<file path="src/rtl/isa_pkg.sv">
// Shared definitions for the ISA bus initiator: FSM encoding, command
// select encoding, timing defaults and the forced-timeout read value.
package isa_pkg;

    localparam logic [2:0] S_IDLE   = 3'd0;
    localparam logic [2:0] S_SETUP  = 3'd1;
    localparam logic [2:0] S_STROBE = 3'd2;
    localparam logic [2:0] S_WAIT   = 3'd3;
    localparam logic [2:0] S_HOLD   = 3'd4;
    localparam logic [2:0] S_DONE   = 3'd5;

    typedef enum logic [2:0] {
        IDLE   = S_IDLE,
        SETUP  = S_SETUP,
        STROBE = S_STROBE,
        WAIT   = S_WAIT,
        HOLD   = S_HOLD,
        DONE   = S_DONE
    } state_t;

    // Command select is {io, write}
    localparam logic [1:0] CMD_MEMR = 2'b00;
    localparam logic [1:0] CMD_MEMW = 2'b01;
    localparam logic [1:0] CMD_IOR  = 2'b10;
    localparam logic [1:0] CMD_IOW  = 2'b11;

    localparam int T_SETUP_DEF     = 2;
    localparam int T_STROBE_DEF    = 4;
    localparam int T_HOLD_DEF      = 1;
    localparam int RDY_TIMEOUT_DEF = 255;

    localparam logic [7:0] TIMEOUT_RDATA = 8'hFF;

    // Active-low strobe vector {ior, iow, memr, memw} for a command
    function automatic logic [3:0] cmd_strobes(input logic [1:0] cmd);
        logic [3:0] s;
        s = 4'hF;
        unique case (cmd)
            CMD_IOR:  s = 4'b0111;
            CMD_IOW:  s = 4'b1011;
            CMD_MEMR: s = 4'b1101;
            CMD_MEMW: s = 4'b1110;
            default:  s = 4'hF;
        endcase
        return s;
    endfunction

endpackage

</file>
<file path="src/rtl/isa_cycle_master.sv">
// ISA bus initiator: runs one byte IO/memory cycle per accepted request.
// Ports: req_* handshake in, rsp_* completion out, bus_* ISA strobes/data.
module isa_cycle_master
    import isa_pkg::*;
#(
    parameter int T_SETUP     = T_SETUP_DEF,
    parameter int T_STROBE    = T_STROBE_DEF,
    parameter int T_HOLD      = T_HOLD_DEF,
    parameter int RDY_TIMEOUT = RDY_TIMEOUT_DEF
) (
    input  logic        clk,
    input  logic        reset,
    input  logic        req_valid,
    output logic        req_ready,
    input  logic        req_write,
    input  logic        req_io,
    input  logic [19:0] req_addr,
    input  logic [7:0]  req_wdata,
    output logic        rsp_valid,
    output logic [7:0]  rsp_rdata,
    output logic        rsp_timeout,
    output logic [19:0] bus_a,
    output logic        bus_ior_l,
    output logic        bus_iow_l,
    output logic        bus_memr_l,
    output logic        bus_memw_l,
    output logic [7:0]  bus_d,
    output logic        bus_d_oe,
    input  logic [7:0]  bus_din,
    output logic        bus_aen,
    input  logic        bus_rdy
);

    state_t      state, state_n;
    logic [3:0]  cnt, cnt_n;
    logic [7:0]  tcnt, tcnt_n;
    logic        to_flag, to_n;
    logic [1:0]  cmd, cmd_n;
    logic [3:0]  strb, strb_n;
    logic [19:0] a_n;
    logic [7:0]  d_n, rd_n;
    logic        oe_n, ready_n, rv_n, rto_n;
    logic        go_hold, hold_to, go_done;

    assign {bus_ior_l, bus_iow_l, bus_memr_l, bus_memw_l} = strb;
    assign bus_aen = 1'b0;

    always_ff @(posedge clk) begin
        if (reset) begin
            state       <= IDLE;
            cnt         <= '0;
            tcnt        <= '0;
            to_flag     <= 1'b0;
            cmd         <= '0;
            strb        <= 4'hF;
            bus_a       <= '0;
            bus_d       <= '0;
            bus_d_oe    <= 1'b0;
            req_ready   <= 1'b1;
            rsp_valid   <= 1'b0;
            rsp_rdata   <= '0;
            rsp_timeout <= 1'b0;
        end else begin
            state       <= state_n;
            cnt         <= cnt_n;
            tcnt        <= tcnt_n;
            to_flag     <= to_n;
            cmd         <= cmd_n;
            strb        <= strb_n;
            bus_a       <= a_n;
            bus_d       <= d_n;
            bus_d_oe    <= oe_n;
            req_ready   <= ready_n;
            rsp_valid   <= rv_n;
            rsp_rdata   <= rd_n;
            rsp_timeout <= rto_n;
        end
    end

    always_comb begin
        state_n = state;
        cnt_n   = cnt;
        tcnt_n  = tcnt;
        to_n    = to_flag;
        cmd_n   = cmd;
        strb_n  = strb;
        a_n     = bus_a;
        d_n     = bus_d;
        oe_n    = bus_d_oe;
        ready_n = req_ready;
        rv_n    = 1'b0;
        rd_n    = rsp_rdata;
        rto_n   = rsp_timeout;
        go_hold = 1'b0;
        hold_to = 1'b0;
        go_done = 1'b0;

        unique case (state)
            IDLE: begin
                if (req_valid && req_ready) begin
                    cmd_n   = {req_io, req_write};
                    a_n     = req_io ? {4'h0, req_addr[15:0]} : req_addr;
                    d_n     = req_wdata;
                    oe_n    = req_write;
                    ready_n = 1'b0;
                    cnt_n   = 4'(T_SETUP - 1);
                    tcnt_n  = '0;
                    to_n    = 1'b0;
                    state_n = SETUP;
                end
            end
            SETUP: begin
                if (cnt == 4'd0) begin
                    strb_n  = cmd_strobes(cmd);
                    cnt_n   = 4'(T_STROBE - 1);
                    state_n = STROBE;
                end else begin
                    cnt_n = cnt - 4'd1;
                end
            end
            STROBE: begin
                // bus_rdy only matters once the minimum strobe time is met
                if (cnt != 4'd0) begin
                    cnt_n = cnt - 4'd1;
                end else if (bus_rdy) begin
                    go_hold = 1'b1;
                end else begin
                    tcnt_n  = '0;
                    state_n = WAIT;
                end
            end
            WAIT: begin
                if (bus_rdy) begin
                    go_hold = 1'b1;
                end else if (tcnt == 8'(RDY_TIMEOUT - 1)) begin
                    go_hold = 1'b1;
                    hold_to = 1'b1;
                end else begin
                    tcnt_n = tcnt + 8'd1;
                end
            end
            HOLD: begin
                if (cnt == 4'd0) go_done = 1'b1;
                else cnt_n = cnt - 4'd1;
            end
            DONE: begin
                ready_n = 1'b1;
                state_n = IDLE;
            end
            default: state_n = IDLE;
        endcase

        if (go_hold) begin
            strb_n = 4'hF;
            to_n   = hold_to;
            if (!cmd[0]) rd_n = hold_to ? TIMEOUT_RDATA : bus_din;
            cnt_n  = 4'(T_HOLD);
            if (T_HOLD == 0) go_done = 1'b1;
            else state_n = HOLD;
        end

        if (go_done) begin
            rv_n    = 1'b1;
            rto_n   = to_n;
            oe_n    = 1'b0;
            state_n = DONE;
        end
    end

endmodule
</file>
<file path="config.mk">
export PLATFORM = sky130hd
export DESIGN_NAME = isa_cycle_master
export DESIGN_NICKNAME = d
export VERILOG_FILES = /design/src/rtl/isa_pkg.sv /design/src/rtl/isa_cycle_master.sv
export SDC_FILE = /design/constraint.sdc
export NUM_CORES = 1
export LEC_CHECK = 0
export BUFFER_PORTS_ARGS = -buffer_cell sky130_fd_sc_hd__clkbuf_2
export CAP_MARGIN = 0
export CORE_AREA = 2 2 79 81
export DETAILED_ROUTE_END_ITERATION = 10
export DIE_AREA = 0 0 81 83
export PLACE_DENSITY = 0.74
export SYNTH_ARGS = -nofsm -noshare
export SYNTH_HDL_FRONTEND = slang
export SYNTH_SLANG_ARGS = --single-unit
</file>
<file path="constraint.sdc">
create_clock -name clk -period 2.05 [get_ports clk]
set_input_delay 0.3075 -clock clk [delete_from_list [all_inputs] [get_ports clk]]
set_output_delay 0.3075 -clock clk [all_outputs]
set_load 0.005 [all_outputs]
</file>
Word level (Yosys, flattened, before mapping)
Cells that the tools add are included.

Add/sub/neg operators: 2. Eq/ne operators: 25. Multiplexer cells: 37. Bitwise operators: 2. Reductions and logical operators: 22.

Operators by type and width (count): $mux W8 (6); $pmux W4 S4 (2); $pmux W8 S3 (1); $mux W20 (1); $mux W3 (6); $mux W4 (4); $ne A2 B2 Y1 const B (8); $ne A4 B4 Y1 const B (4); $mux W1 (14); $pmux W3 S4 (1); $reduce_and A5 Y1 (2); $ne A3 B3 Y1 const B (3); $add A8 B1 Y8 const B (1); $eq A8 B8 Y1 const B (1); $reduce_and A2 Y1 (4); $reduce_and A4 Y1 (2); $reduce_bool A4 Y1 (2); $eq A3 B2 Y1 const B (2); $eq A3 B3 Y1 const B (2); $reduce_and A6 Y1 (1); $reduce_or A2 Y1 (3); $reduce_bool A5 Y1 (1); $eq A2 B2 Y1 const B (2); $logic_not A4 Y1 (1); 12 further kinds (14).

Flip-flop bits (word level): 62. Bits of input ports: 42. Output and inout bits: 45. Logic and storage cells: 103.

Depth between registers and ports, before layout
Gate-level depths: netlist of run 1.

Depth after elaboration: 6. Depth in mapped cells: 8. Mapped depth without buffers: 6.

Least setup slack after synthesis of run 1
Ideal clock, no wire load.

Kind: flip-flop to flip-flop. Start: reg cnt[0]. End: reg rsp_rdata[0]. Setup time: 0.119 ns. Arrival: 2.005 ns. Required time: 1.931 ns. Setup slack: -0.073 ns. Stages on the path, launching flop included: 8. Buffers on the path: 1. Clock period less this slack: 2.123 ns. Path through: dfxtp_1 > inv_1 > ha_1 > nor3b_1 > o2111ai_1 > or2_2 > clkbuf_1 > o221a_2.

Word-level cells in the longest chain between the ends: 4.

RTL lines: start: declaration (line isa_cycle_master.sv:35) `logic [3:0] cnt, cnt_n;`; start signal: assignment (line isa_cycle_master.sv:65) `cnt <= cnt_n;`; $reduce_bool A4 Y1 (line isa_cycle_master.sv:123) `if (cnt != 4'd0) begin`; $mux W1 (line isa_cycle_master.sv:123); $pmux W1 S2 (line isa_cycle_master.sv:98) `unique case (state)`; $reduce_and A2 Y1 (no line); end signal: assignment (line isa_cycle_master.sv:75) `rsp_rdata <= rd_n;`; end: declaration (line isa_cycle_master.sv:20) `output logic [7:0] rsp_rdata,`.

No other way between the ends. A chain may end at the register's enable or synchronous reset.

Final worst setup path of run 1
Start: reg cnt[1]. End: reg tcnt[4].

Word-level cells in the longest chain between the ends: 3.

RTL lines: $reduce_bool A4 Y1 (line isa_cycle_master.sv:123); $ne A2 B2 Y1 (no line); $reduce_and A6 Y1 (no line); end signal: assignment (line isa_cycle_master.sv:66) `tcnt <= tcnt_n;`; end: declaration (line isa_cycle_master.sv:36) `logic [7:0] tcnt, tcnt_n;`.

No other way between the ends.

==> results of run 1 <==
[cell usage after synthesis (3+ instances only)]
cell,count
nor3_1,6
clkbuf_1,17
dfxtp_1,62
nor3b_1,3
nand3b_1,5
nand3_1,4
a21oi_1,46
o21ai_0,13
o221a_2,9
or3_1,4
inv_1,10
nand4_1,5
ha_1,4
or4_1,7
nand2b_1,3
nand2_1,61
nor2_1,9
o31ai_1,5
[power breakdown]
| part | total (mW) | internal, mW | switching [mW] |
|---|---|---|---|
| combinational | 1.48 | 0.689 | 0.791 |
| clock | 1.04 | 0.584 | 0.452 |
| sequential | 1.55 | 1.40 | 0.154 |
[final timing paths]
kind / to / depth (start not counted)
max: tcnt[4]$_SDFFE_PP0P_ / 6
min: bus_a[6]$_SDFFE_PP0P_ / 3
max reg2reg: tcnt[4]$_SDFFE_PP0P_ / 6
min reg2reg: bus_a[18]$_SDFFE_PP0P_ / 2
[sequential cells by signal, indices dropped and copies added (netlist names)]
signal and count:
bus_d 8, rsp_rdata 8, tcnt 8, cmd 2
bus_a 20, req_ready 1, cnt 4, rsp_valid 1
state 3, to_flag 1, bus_d_oe 1, strb 4
rsp_timeout 1
[layer usage]
layer / wire length (um) / share of wire (%)
met1: 2900 / 43
met2: 3120 / 47
met3: 596 / 8.9
met4: 70 / 1.0
met5: 0 / 0
[tightest hold or removal path: stages]
cell and delay (ns):
clkbuf_2 0.08, nand2_1 0.04, a21oi_1 0.05
[area by class of cell]
cell class              count  share of cell area (%)
multi-input cells         215                    37.4
flip-flops and latches     62                    36.4
repair buffers            103                    16.8
clock buffers              11                    4.14
well taps                  75                    2.75
clock inverters             4                    1.39
inverters                  10                    1.10
[kinds of logic (layout without fill, tap and decap cells)]
family,Yosys count,in the layout,share of synthesized area (%)
fa+ha+maj,4,4,1.93
compound gates,85,86,20.6
xor+xnor,2,2,0.675
buf+inv,31,128,4.97
mux,1,1,0.386
flops,62,62,47.9
other cells,1,1,0.145
simple gates,121,121,23.4
[stage by stage]
stage	hold slack, ns	total power, mW	setup TNS [ns]	utilization [%]
2_1_floorplan	0.443	2.44	0	-
3_3_place_gp	0.437	2.84	0	54.1
3_5_place_dp	0.446	2.87	-0.194	54.1
4_1_cts	0.177	4.04	-0.0285	58.2
5_1_grt	0.180	4.35	-0.0991	58.7
6_report	0.193	4.07	0	58.7
[placed cells by master, fill, tap and decap left out, drive strengths merged, types with 3 or more instances in the layout]
master,n
ha,4
nand3,4
or4,7
clkbuf,96
o221a,9
nor2,9
dfxtp,62
o21ai,13
o31ai,5
or3,4
nand3b,5
nor3,6
nand4,5
nand2,61
nand2b,3
buf,18
inv,10
nor3b,3
a21oi,46
[repair_timing]
item	4_1_cts	5_1_grt
endpoints found under the hold margin	0	0
setup buffers	2	2
endpoints found under the setup margin	4	5
cloned	1	0
hold buffers	0	0
pin swaps	7	4
resized for setup	8	4
==> impl_metrics.toml, run 1 <==
[final_layout]
diodes = 0
fin_cells = 480
nNetsFinal = 447
syn_to_final_growth_pct = 31.6
multi_input_area_um2 = 1280
seqCellArea_um2 = 1240
fill_cells = 548
finalInstanceArea_um2 = 3410
drive_above_1_share_pct = 35.1

[detailed_routing]
antenna_left = 0
viasPerCell = 5.39
wirelength_um = 6690
first_pass_iters = 4
drt_iter0_drc = 212
routedWlPerCell_um = 13.9
dr_total_vias = 2589
drc = 0

[logic_synthesis]
syn_inst = 307
yosysWarnings = 0
synth_seq_cells = 62
synth_edf_count = 0
avgSynthCellArea_um2 = 8.45
ys_types = 46
syn_area_um2 = 2590
synth_ff_type = "dfxtp_1"
yosysSeqAreaShare_pct = 47.9
synth_area_leader_cell = "dfxtp_1"
synth_top_area_share_pct = 47.9
ys_async_sr_fraction_pct = 0
syn-num-nets = 353
ys_top_cells_by_area = "dfxtp_1 48%, a21oi_1 8.9%, nand2_1 8.8%"

[timing]
slew_violations = 0
tightest_slew_ns = 0.507
layout_min_cycle_time_ns = 2.04
relSlewSlack_pct = 65.8
setup_viol = 0
hold_viol = 0
period_share_pct = 99.4
worst_clock_skew_ns = 0.0112
fmax_ghz = 0.491
rsz0062_at_grt = "yes"
fin_ws_ns = 0.0116

[clock_tree]
cts_sinks = 62
clock_latency_ns = 0.33
root_buffer = "clkbuf_8"
cts_tree = "done"
numCtsBuffers = 9
cts_buffer_depth = 2
htreeDepth = 3
path_clk_slew_ns = 0.07

[worst_setup_path]
critPathRequiredTime_ns = 2.31
rr_startpoint = "cnt[1]$_SDFFE_PP0P_"
r2r_setup_slack_ns = 0.01
critPathBufInv = 1
setup.worst_path.class = "reg -> reg"
cp_cell_sequence = "inv_2, ha_4, or3b_4, a221o_2, or4_4, a21oi_2"
end_kind = "flip-flop"
cp-startpoint = "cnt[1]$_SDFFE_PP0P_"
cp_top_family = "simple AND/OR/NAND/NOR gates"
crit_arrival_ns = 2.30
crit_slowest_cell = "or4_4"
worst-path-max-fanout = 7
worst_setup_path_start_kind = "flip-flop"
crit_path_max_incr_delay_ns = 0.50

[global_routing]
grt_max_degree = 27
grt_pass1_wl_um = 10900
grt_use_met1_pct = 26.9
use_met3_pct = 7.93
gr-total-overflow = 0
grt-busiest-layer = "met2"
grt_pass1_vias = 2419
met2_usage_pct = 30.1
grt_usage_pct = 20.2
antenna_found_initial = 0

[min_path]
min_from = "req_addr[6]"
min_path_type = "in -> reg"

[placement]
preCtsSetupSlack_ns = -0.0575
routabilityCongestion = 0.915
dp.cells = 460
post-dp-hpwl_um = 4500
numPortBuffers = 85
place_area_um2 = 3140

[run_status]
status = "complete, no violations"

[die]
die_area_um2 = 6720
core_area_um2 = 5820
rows = 28
die-height_um = 83
initial_core_util_pct = 44.6
io_pins = 87
die_width_um = 81

[power]
p_leak_nw = 1.43
peakVddDrop_mv = 0.673
powerDensity_nw_per_um2 = 1190

[job]
cap_violations = 0
No activity file was read; power rests on OpenSTA's default activity.
==> inputs of run 2 (changes only) <==
==> constraint.sdc (replaced) <==
create_clock -name clk -period 1.7 [get_ports clk]
set_input_delay 0.255 -clock clk [delete_from_list [all_inputs] [get_ports clk]]
set_output_delay 0.255 -clock clk [all_outputs]
set_load 0.005 [all_outputs]
==> run 2 against run 1 <==
  * The flow now finishes with violations (setup timing)
  * Sequential power rose by 19%
  * Utilization grew 8.1 points
  * Total power rose by 41%
  * Global-route usage rose by 2.2 points
  * Sequential cell count unchanged
  * Hold slack lost 0.067 ns
  * Sequential share of layout area is 4.4 points lower
  * Clock power increased by 28%
  * Register-to-register slack got worse by 0.30 ns
  * Critical endpoint is now tcnt[6]$_SDFFE_PP0P_
  * Largest power group is now combinational logic
==> impl_metrics.toml, run 2 (synthesis gave the netlist of run 1 again) <==
[run_status]
status = "finished, violations left"
violations = "setup timing"

[job]
cap_violations = 0

[timing]
relSlewSlack_pct = 66.2
hold_viol = 0
fmax_ghz = 0.502
rsz0062_at_grt = "yes"
worst_clock_skew_ns = 0.00877
layout_min_cycle_time_ns = 1.99
setup_viol = 28
finalSetupTns_ns = -4.74
tightest_slew_ns = 0.501
slew_violations = 0
period_share_pct = 117
fin_ws_ns = -0.293

[final_layout]
diodes = 0
nNetsFinal = 477
syn_to_final_growth_pct = 49.8
mostFrequentLayoutCell = "clkbuf_2"
fin_cells = 511
layout_common_cells = "85 x clkbuf_2, 60 x nand2_1, 60 x dfxtp_1"
largest_reg_flops = 20
drive_above_1_share_pct = 45.4
top_register = "bus_a"

[clock_tree]
root_buffer = "clkbuf_8"
htreeDepth = 3
path_clk_slew_ns = 0.07
cts_sinks = 62
numCtsBuffers = 9
cts_buffer_depth = 2
cts_tree = "done"
clock_latency_ns = 0.34

[power]
internal-power_mw = 3.71
seq_power_share_pct = 32.1
p_leak_nw = 1.66
clockPowerShare_pct = 23.2
peakVddDrop_mv = 0.904
finalPower_mw = 5.76
netSwitchingFraction_pct = 35.5
power_switching_mw = 2.04
pwr-share-comb_pct = 44.7
powerDensity_nw_per_um2 = 1480

[die]
core_area_um2 = 5820
die_area_um2 = 6720
die-height_um = 83
die_width_um = 81
rows = 28
initial_core_util_pct = 44.6
io_pins = 87

[detailed_routing]
viasPerCell = 5.32
drc = 0
routedWlPerCell_um = 14.6
antenna_left = 0
wirelength_um = 7440
drt-met1-wl_um = 3250
first_pass_iters = 4
dr_total_vias = 2717
wl_met2_um = 3670
routed.top_layer = "met4"
met3_length_um = 424
drt_iter0_drc = 126

[worst_setup_path]
crit_slowest_cell = "or4_4"
crit_arrival_ns = 2.26
cp_cell_sequence = "inv_2, ha_4, or3b_4, a221o_2, or4_4, a21oi_2"
setup.worst_path.class = "reg -> reg"
rr_startpoint = "cnt[0]$_SDFFE_PP0P_"
worst-path-max-fanout = 8
cp-startpoint = "cnt[0]$_SDFFE_PP0P_"
r2r_setup_slack_ns = -0.29
ff2ff_path_depth = 6
end_kind = "flip-flop"
crit_path_max_incr_delay_ns = 0.44
r2r-end = "tcnt[6]$_SDFFE_PP0P_"
critPathRequiredTime_ns = 1.97
worst_setup_path_start_kind = "flip-flop"

[min_path]
min_path_cells = 3
min_path_type = "in -> reg"
min_from = "req_addr[14]"
min_to = "bus_a[14]$_SDFFE_PP0P_"

[placement]
post-dp-hpwl_um = 4730
dp.cells = 482
numPortBuffers = 85
routabilityCongestion = 0.873

[global_routing]
grt_pass1_vias = 2673
antenna_found_initial = 0
gr-total-overflow = 0
grt_usage_pct = 22.4
grt_pass1_wl_um = 11900
grt_max_degree = 36
## run 2: changes by cell type in the layout (fill, tap and decap cells not counted), moves of 5 or more
cell     delta
buf_4      +26
o221a_2     -8
o221a_4     +8
buf_6       +5
o21ai_0     -5
## run 2: repair_timing
item,4_1_cts,5_1_grt
pin swaps,15,10
gates resized for setup,17,36
gates cloned,1,0
hold buffers,0,0
setup endpoints to repair,18,40
setup buffers,10,3
## run 2: metal layers
metal  vias up  GRT usage, %
met4         0          10.3
met1      1281          28.5
met3         9          6.41
met5         -             0
met2        81          34.8
li1       1346             -
## run 2: power groups by stage
stage                     registers, mW  clock network [mW]  logic (mW)
after floorplan                    1.87                   0        1.17
after global placement             1.85                   0        1.87
after detailed placement           1.86                   0        1.92
after CTS                          1.83                1.36        2.26
after global routing               1.87                1.42        2.78
final                              1.85                1.33        2.58
## run 2: final cells by class
| type | count | area, um2 |
|---|---|---|
| repair buffers | 133 | 805 |
| well taps | 75 | 93.8 |
| multi-input cells | 215 | 1500 |
| inverters | 10 | 37.5 |
| clock buffers | 10 | 138 |
| fillers | 477 | 1930 |
| clock inverters | 6 | 68.8 |
| flip-flops and latches | 62 | 1240 |
## run 2: worst max-delay path, delay by kind of cell (launching register included)
kind,cells,cell delay [ns]
AO/OA/AOI/OAI,2,0.55
adder cells (fa/ha/maj),1,0.14
buffers and inverters,1,0.08
AND/OR/NAND/NOR,2,0.83
flip-flops,1,0.33
## run 2: through the flow
stage | setup WS [ns] | area [um2] | utilization [%] | hold WS [ns]
floorplan | -0.335 | 2660 | - | 0.391
global placement | -0.247 | 3340 | 57.4 | 0.438
detailed placement | -0.300 | 3340 | 57.4 | 0.447
CTS | -0.252 | 3720 | 64.0 | 0.111
global route | -0.333 | 3880 | 66.8 | 0.116
finish | -0.293 | 3880 | 66.8 | 0.125
## run 2: worst max-delay path by stage
| stage | slack (ns) | cells after the start | endpoint |
|---|---|---|---|
| 2_1_floorplan | -0.34 | 8 | tcnt[0]$_SDFFE_PP0P_ |
| 3_3_place_gp | -0.25 | 6 | tcnt[2]$_SDFFE_PP0P_ |
| 3_5_place_dp | -0.30 | 6 | tcnt[5]$_SDFFE_PP0P_ |
| 4_1_cts | -0.25 | 6 | tcnt[6]$_SDFFE_PP0P_ |
| 5_1_grt | -0.33 | 6 | tcnt[3]$_SDFFE_PP0P_ |
| 6_report | -0.29 | 6 | tcnt[6]$_SDFFE_PP0P_ |
